$ cat src/rtl/prefetch_store_buffer.sv
// Associative store buffer behind the prefetcher FSM: coalescing circular writes,
// fixed two-cycle reads that hit on the youngest match and return zero on a miss.
module prefetch_store_buffer #(
    parameter int DEPTH = 8,
    parameter int IDX_W = 3
) (
    input  logic             clk,
    input  logic             reset,
    input  logic             clear,
    input  logic             w_valid,
    input  logic [31:0]      w_addr,
    input  logic [31:0]      w_data,
    input  logic             rd_req,
    input  logic [31:0]      rd_addr,
    output logic             wait_o,
    output logic             data_ready_o,
    output logic [31:0]      data_o,
    output logic             hit_o,
    output logic [IDX_W:0]   count_o,
    output logic             overflow_o
);

    // IDLE: no read | LOOKUP: search entries this cycle | RESP: result presented
    typedef enum logic [1:0] {S_IDLE, S_LOOKUP, S_RESP} state_t;

    localparam logic [IDX_W:0] FULL = (IDX_W+1)'(DEPTH);

    state_t             r_state, w_state_nxt;
    logic [DEPTH-1:0]   r_valid;
    logic [29:0]        r_addr [DEPTH];
    logic [31:0]        r_data [DEPTH];
    logic [IDX_W-1:0]   r_head, r_tail;
    logic [IDX_W:0]     r_count;
    logic               r_overflow;
    logic [29:0]        r_rd_addr;
    logic [31:0]        r_data_o;
    logic               r_hit_o;

    logic               w_wr_hit;
    logic [IDX_W-1:0]   w_wr_idx;
    logic               w_rd_hit;
    logic [31:0]        w_rd_data;
    logic [IDX_W-1:0]   w_age_idx;
    logic               w_unused_bits;

    assign w_unused_bits = ^{w_addr[1:0], rd_addr[1:0]};

    always_comb begin
        w_wr_hit = 1'b0;
        w_wr_idx = '0;
        for (int i = 0; i < DEPTH; i++) begin
            if (r_valid[i] && r_addr[i] == w_addr[31:2]) begin
                w_wr_hit = 1'b1;
                w_wr_idx = IDX_W'(i);
            end
        end
    end

    // Walk oldest to youngest so the last match wins; a same-edge write is younger still.
    always_comb begin
        w_rd_hit  = 1'b0;
        w_rd_data = '0;
        w_age_idx = '0;
        for (int k = 0; k < DEPTH; k++) begin
            w_age_idx = r_head + IDX_W'(k);
            if (r_valid[w_age_idx] && r_addr[w_age_idx] == r_rd_addr) begin
                w_rd_hit  = 1'b1;
                w_rd_data = r_data[w_age_idx];
            end
        end
        if (w_valid && w_addr[31:2] == r_rd_addr) begin
            w_rd_hit  = 1'b1;
            w_rd_data = w_data;
        end
        if (clear) begin
            w_rd_hit  = 1'b0;
            w_rd_data = '0;
        end
    end

    always_ff @(posedge clk or negedge reset) begin
        if (!reset) begin
            r_valid    <= '0;
            r_head     <= '0;
            r_tail     <= '0;
            r_count    <= '0;
            r_overflow <= 1'b0;
            for (int i = 0; i < DEPTH; i++) begin
                r_addr[i] <= '0;
                r_data[i] <= '0;
            end
        end else begin
            r_overflow <= 1'b0;
            if (clear) begin
                r_valid <= '0;
                r_head  <= '0;
                r_tail  <= '0;
                r_count <= '0;
            end else if (w_valid) begin
                if (w_wr_hit) begin
                    r_data[w_wr_idx] <= w_data;
                end else if (r_count < FULL) begin
                    r_valid[r_tail] <= 1'b1;
                    r_addr[r_tail]  <= w_addr[31:2];
                    r_data[r_tail]  <= w_data;
                    r_tail          <= r_tail + 1'b1;
                    r_count         <= r_count + 1'b1;
                end else begin
                    r_addr[r_head] <= w_addr[31:2];
                    r_data[r_head] <= w_data;
                    r_head         <= r_head + 1'b1;
                    r_tail         <= r_tail + 1'b1;
                    r_overflow     <= 1'b1;
                end
            end
        end
    end

    always_ff @(posedge clk or negedge reset) begin
        if (!reset) begin
            r_state   <= S_IDLE;
            r_rd_addr <= '0;
            r_data_o  <= '0;
            r_hit_o   <= 1'b0;
        end else begin
            r_state <= w_state_nxt;
            if (r_state == S_IDLE && rd_req) begin
                r_rd_addr <= rd_addr[31:2];
            end
            if (r_state == S_LOOKUP) begin
                r_data_o <= w_rd_data;
                r_hit_o  <= w_rd_hit;
            end
        end
    end

    always_comb begin
        w_state_nxt = r_state;
        case (r_state)
            S_IDLE:   if (rd_req) w_state_nxt = S_LOOKUP;
            S_LOOKUP: w_state_nxt = S_RESP;
            S_RESP:   w_state_nxt = S_IDLE;
            default:  w_state_nxt = S_IDLE;
        endcase
    end

    always_comb begin
        wait_o       = (r_state == S_LOOKUP) || (r_state == S_RESP);
        data_ready_o = (r_state == S_RESP);
    end

    assign data_o     = r_data_o;
    assign hit_o      = r_hit_o;
    assign count_o    = r_count;
    assign overflow_o = r_overflow;

endmodule

$ cat config.mk
export PLATFORM = sky130hd
export DESIGN_NAME = prefetch_store_buffer
export DESIGN_NICKNAME = d
export VERILOG_FILES = /design/src/rtl/prefetch_store_buffer.sv
export SDC_FILE = /design/constraint.sdc
export NUM_CORES = 2
export LEC_CHECK = 0
export BUFFER_PORTS_ARGS = -buffer_cell sky130_fd_sc_hd__buf_2
export CAP_MARGIN = 5
export CORE_ASPECT_RATIO = 0.75
export CORE_UTILIZATION = 43
export CTS_CLUSTER_SIZE = 28
export DETAILED_ROUTE_END_ITERATION = 12
export MAX_ROUTING_LAYER = met4
export PLACE_DENSITY_LB_ADDON = 0.08
export SLEW_MARGIN = 20
export SYNTH_ARGS = -nofsm -noshare
export SYNTH_HDL_FRONTEND = slang
export SYNTH_SLANG_ARGS = --single-unit
$ cat constraint.sdc
create_clock -name clk -period 5.5 [get_ports clk]
set_input_delay 1.1 -clock clk [delete_from_list [all_inputs] [get_ports clk]]
set_output_delay 1.1 -clock clk [all_outputs]
set_load 0.01 [all_outputs]
== Word level (Yosys, flattened, before mapping) ==
Cells that the tools add are included.
Cells by class
  $lt $le $gt $ge: 24
  add/subtract/negate cells: 9
  reduce and logical (&&, ||, !) cells: 31
  multiplexer cells: 140
  equality and inequality tests: 22
  bitwise gates (word level): 13
Operators by type and width (number)
  2-to-1 mux 32 bit: 29
  binary-select mux 32 bit (select 3 bit): 8
  bitwise mux 256 bit: 3
  binary-select mux 30 bit (select 3 bit): 8
  2-to-1 mux 30 bit: 18
  2-to-1 mux 256 bit: 2
  equality test 30 bit: 17
  bitwise mux 240 bit: 2
  demux 32 bit (select 3 bit): 3
  2-to-1 mux 240 bit: 1
  demux 30 bit (select 3 bit): 2
  >= comparator 4 bit (second input constant): 10
  inverter 3 -> 4 bit: 10
  2-to-1 mux 3 bit: 13
  less-than comparator 3 x 4 -> 1 bit (second input constant): 9
  2-to-1 mux 1 bit: 32
  2-to-1 mux 8 bit: 4
  binary-select mux 1 bit (select 3 bit): 8
  logical AND 1 bit: 22
  2-to-1 mux 4 bit: 4
  adder 3 bit (second input constant): 4
  less-than comparator 4 x 1 -> 1 bit (second input constant): 3
  AND reduction 3 bit: 3
  OR 8 bit: 1
  other kinds (16): 23
Storage, ports and cells
  input port bits: 101
  word-level logic and storage cells: 264
  register bits: 580
  output and inout port bits: 40

== Depth between registers and ports, before layout ==
  depth in word-level cells: 16
  gate-level depth with buffers: 27
  depth with buffers taken out: 12

== Worst setup path before layout ==
Ideal clock, no wire load.
  path type: reg-to-reg
  start point: register r_head[2]
  end point: register r_data_o[11], in the netlist data_o[11]
  period minus slack after synthesis: 5.325 ns
  arrival time: 5.200 ns
  path buffers: 10
  setup slack: 0.175 ns
  stages on the path, launching flop included: 22
  required time: 5.375 ns
  library setup time: 0.125 ns
  cell sequence: dfrtp_1 > buf_4 > buf_2 > buf_2 > buf_1 > inv_2 > clkbuf_1 > buf_1 > ha_1 > buf_2 > buf_2 > buf_1 > mux4_2 > mux2i_1 > xnor2_1 > nor4_1 > and4_1 > nand4_1 > clkbuf_1 > or3_1 > nand4b_1 > o21ai_2
Between the ends
  longest elaborated chain between the ends: 16
  elaborated cells on any way between the ends: 105
  those cells by class: add/sub: 7; eq/ne: 8; mux: 74; bitwise: 8; reduce/logical: 8
Ends and longest elaborated chain
  from (decl): RTL line 32  | logic [IDX_W-1:0] r_head, r_tail;
  from (signal assigned): RTL line 111  | r_head <= r_head + 1'b1;
  adder 3 x 1 -> 3 bit or inverter 3 -> 4 bit (tied branches): RTL line 65, 66, 68
  inverter 3 -> 4 bit (implied by the code) or binary-select mux 30 bit (select 3 bit) (tied branches): RTL line 66, 68
  binary-select mux 30 bit (select 3 bit) or 2-to-1 mux 30 bit (tied branches): RTL line 66  | if (r_valid[w_age_idx] && r_addr[w_age_idx] == r_rd_addr) begin
  2-to-1 mux 30 bit (implied by the code): RTL line 66
  2-to-1 mux 30 bit (implied by the code) or equality test 30 bit (tied branches): RTL line 66
  equality test 30 bit or logical AND 1 bit (tied branches): RTL line 66
  logical AND 1 bit or 2-to-1 mux 32 bit (tied branches): RTL line 66
  2-to-1 mux 32 bit (6 in series): RTL line 66
  2-to-1 mux 32 bit (*): RTL line 66
  2-to-1 mux 32 bit (*): RTL line 71  | if (w_valid && w_addr[31:2] == r_rd_addr) begin
  2-to-1 mux 32 bit (*): RTL line 75  | if (clear) begin
  to (signal assigned): RTL line 131  | r_data_o <= w_rd_data;
  to (decl): RTL line 36  | logic [31:0] r_data_o;
Mark *: on every way between the ends. The rest lies on a longest branch, timed or not. The select of a mux whose other input is x is not followed.
A chain may end at the register's enable or synchronous reset.

== Worst setup path after layout ==
  start point: register r_head[1]
  end point: register r_data_o[31], in the netlist data_o[31]
The elaborated chain is that of the path after synthesis.

==> results.py <==
metrics = {
    "pwr": {
        "leakage_nw": 22.72,
        "power_per_cell_area_nw_per_um2": 375.2,
        "total_power_mw": 22.01,
        "swShare_pct": 46.10,
        "peakVddDrop_uv": 422.1,
        "power_frac_clock_pct": 22.5,
        "p_int_mw": 11.86,
        "seqPwrFrac_pct": 31.5,
        "power.switching_mw": 10.15,
        "comb_power_share_pct": 46.0,
    },
    "floorplanning": {
        "die_x_um": 406.4,
        "die_area_um2": 124100,
        "placementRows": 110,
        "coreArea_um2": 120800,
        "initial_core_util_pct": 43.65,
        "die_h_um": 305.3,
        "pin_count": 141,
    },
    "global_routing": {
        "grt_overflow": 0,
        "grt_pass1_vias": 41469,
        "antenna_found_initial": 20,
        "grt_pass1_wl_mm": 358.1,
        "grt_use_total_pct": 43.03,
        "grt_max_degree": 118,
    },
    "critical_path": {
        "endpoint_kind": "flop",
        "critPathBufInv": 4,
        "rrSetupSlack_ns": 0.07,
        "cp.arrival_ns": 6.00,
        "critPathLaunchType": "flop",
        "r2r_end": "data_o[31]",
        "cpPeakStageDelay_ns": 0.67,
        "slowest_stage": "mux4_2",
        "crit_required_ns": 6.07,
        "critical_path_cell_count": 14,
        "cp_top_family": "compound AO/OA/AOI/OAI gates",
        "regToRegStartpoint": "r_head[1]",
        "cp_max_fo": 62,
        "path_cells": "inv_1 > ha_4 > buf_4 > mux4_2 > a22oi_1 > a21oi_1 > nor4_1 > buf_4 > o211ai_1 > nor4_4 > buf_12 > o311ai_0 > a21oi_1 > o21ai_0",
        "crit_type": "reg2reg",
        "reg2reg_depth": 14,
    },
    "timing": {
        "worstMarginPinSlew_ns": 1.442,
        "fin_crit_ns": 5.434,
        "hold_viol": 0,
        "fmaxAchievable_mhz": 184.0,
        "slew_headroom_pct": 3.148,
        "holdWs_ns": 0.4126,
        "rsz0062_at_grt": "no",
        "clock_skew_ns": 0.04629,
        "fin_crit_sh_pct": 98.79,
        "setup_viol": 0,
        "setup_tns_ns": 0,
        "drv_slew": 0,
        "finalWorstSetupSlack_ns": 0.06634,
    },
    "route": {
        "drt_iter0_markers": 7187,
        "firstDrtPassIters": 8,
        "wl_met1_mm": 117.1,
        "final_antenna_net_count": 0,
        "drcViolationCount": 0,
        "wl_per_cell_um": 41.16,
        "routed_wl_mm": 261.4,
        "wl_met3_mm": 36.46,
        "num_vias": 45169,
        "top_layer_used": "met4",
        "via_per_inst": 7.113,
        "met2_length_mm": 102.1,
    },
    "synthesis": {
        "synthCells": 4645,
        "async_flop_share_pct": 100.0,
        "synth_nets": 4759,
        "synth_seq_cells": 580,
        "seq_area_frac_synth_pct": 27.51,
        "yosys_warnings": 0,
        "synth_flop_cell": "dfrtp_1",
        "syn_area_um2": 52750,
        "synth_edf_count": 0,
        "ys_top_cells_by_area": "dfrtp_1 (28%), mux4_2 (22%), mux2_2 (14%)",
        "yosysTopAreaCell": "dfrtp_1",
        "synth_top_cell_area_share_pct": 27.51,
        "syn_area_per_cell_um2": 11.36,
        "ys_types": 89,
    },
    "clock_network": {
        "clk_pin_slew_ns": 0.06,
        "cts_root_buffer": "clkbuf_16",
        "clockBufferDepth": 3,
        "clock-sinks": 580,
        "cts_tree": "built",
        "h-tree-depth": 3,
        "cts_resized": 0,
        "clock_latency_ns": 0.72,
        "cts_inserted_buffers": 69,
    },
    "layout": {
        "fin_cells": 6350,
        "fillers": 11020,
        "layout-drive-gt1-share_pct": 38.51,
        "finalNetCount": 4766,
        "multiInputGateArea_um2": 35790,
        "syn2layout_area_growth_pct": 11.20,
        "utilization_pct": 48.54,
        "stdcell_area_um2": 58660,
        "regArea_um2": 14530,
    },
    "placement": {
        "hpwl_mm": 193.1,
        "place_ws_ns": 0.2119,
        "place_congestion": 1.078,
        "dp.cells": 6204,
        "placed_cell_area_um2": 56220,
        "io_buffers": 136,
    },
    "worst_hold_path": {
        "hp-class": "in2async",
    },
    "run": {
        "cap_viol_max_count": 0,
    },
    "outcome": {
        "outcome": "complete, no violations",
    },
}
[routing by layer]
metal / track usage (%) / vias up
met5: - / -
met4: 8.341 / 0
met3: 16.94 / 320
met2: 54.17 / 3040
met1: 63.96 / 23934
li1: - / 17875
[registers in the layout (all words and copies together), names as in the netlist]
name / flops
r_rd_addr: 30
r_tail: 3
r_data: 256
r_head: 3
r_valid: 8
hit_o: 1
r_addr: 240
r_state: 2
count_o: 4
overflow_o: 1
data_o: 32
[synthesized netlist by cell type (43+ instances only)]
library cell / instances
mux2_2: 662
dfrtp_1: 580
mux4_2: 505
xnor2_1: 405
mux2i_1: 352
nand2_1: 347
clkbuf_1: 227
buf_2: 134
a21oi_1: 128
nor2_1: 104
o21ai_0: 99
nand4_1: 83
buf_1: 82
xor2_1: 70
nor4_1: 63
nand3_1: 60
nor2b_1: 50
a221oi_1: 44
o211ai_1: 43
[kinds of logic (layout without fill, tap and decap cells)]
group / Yosys count / after routing / share of synthesized area [%]
AOI/OAI and AO/OA: 617 / 617 / 8.179
xor gates and xnor gates: 476 / 476 / 7.939
adders and majority gates: 13 / 13 / 0.3084
buffers and inverters: 554 / 612 / 5.071
DFF: 580 / 580 / 27.51
muxes: 1519 / 1519 / 42.37
other: 0 / 23 / 0
and+or+nand+nor: 886 / 886 / 8.615
[layout make-up]
cell class,instances,share of cell area (%)
Timing Repair Buffer,451,6.395
Clock inverter,24,0.5631
Inverter,39,0.2666
Sequential cell,580,24.76
Multi-Input combinational cell,3511,61.01
Clock buffer,98,3.438
Antenna cell,23,0.09812
Tap cell,1624,3.464
[cells in the final DEF (no fill, tap or decap), types with 69 or more instances in the layout]
cell | synthesis | layout
a21oi_1 | 128 | 128
buf_2 | 134 | 135
buf_4 | 40 | 259
clkbuf_16 | 0 | 70
dfrtp_1 | 580 | 577
mux2_2 | 662 | 662
mux2i_1 | 352 | 351
mux4_2 | 505 | 505
nand2_1 | 347 | 343
nand4_1 | 83 | 83
nor2_1 | 104 | 95
o21ai_0 | 99 | 98
xnor2_1 | 405 | 401
xor2_1 | 70 | 69
[what timing repair did]
| action | CTS | global route |
|---|---|---|
| hold endpoints to repair | 0 | 0 |
| hold buffers | 0 | 0 |
| buffers inserted | 0 | 1 |
| setup endpoints to repair | 0 | 1 |
[how the worst max path moves through the flow]
stage / start / endpoint / slack, ns
2_1_floorplan: r_head[2] / data_o[11] / 0.18
3_3_place_gp: r_head[1] / data_o[13] / 0.30
3_5_place_dp: r_head[1] / data_o[9] / 0.21
4_1_cts: r_head[1] / data_o[9] / 0.20
5_1_grt: r_head[1] / data_o[9] / 0.10
6_report: r_head[1] / data_o[31] / 0.07
[power by group through the flow]
stage	combinational [mW]	sequential (mW)	clock [mW]
after CTS	9.51	6.81	5.04
after global routing	10.2	6.99	5.20
final	10.1	6.94	4.95
after detailed placement	9.46	6.89	0
after global placement	9.50	6.84	0
after floorplan	5.55	5.90	0
Power figures use the tool's default switching activity.
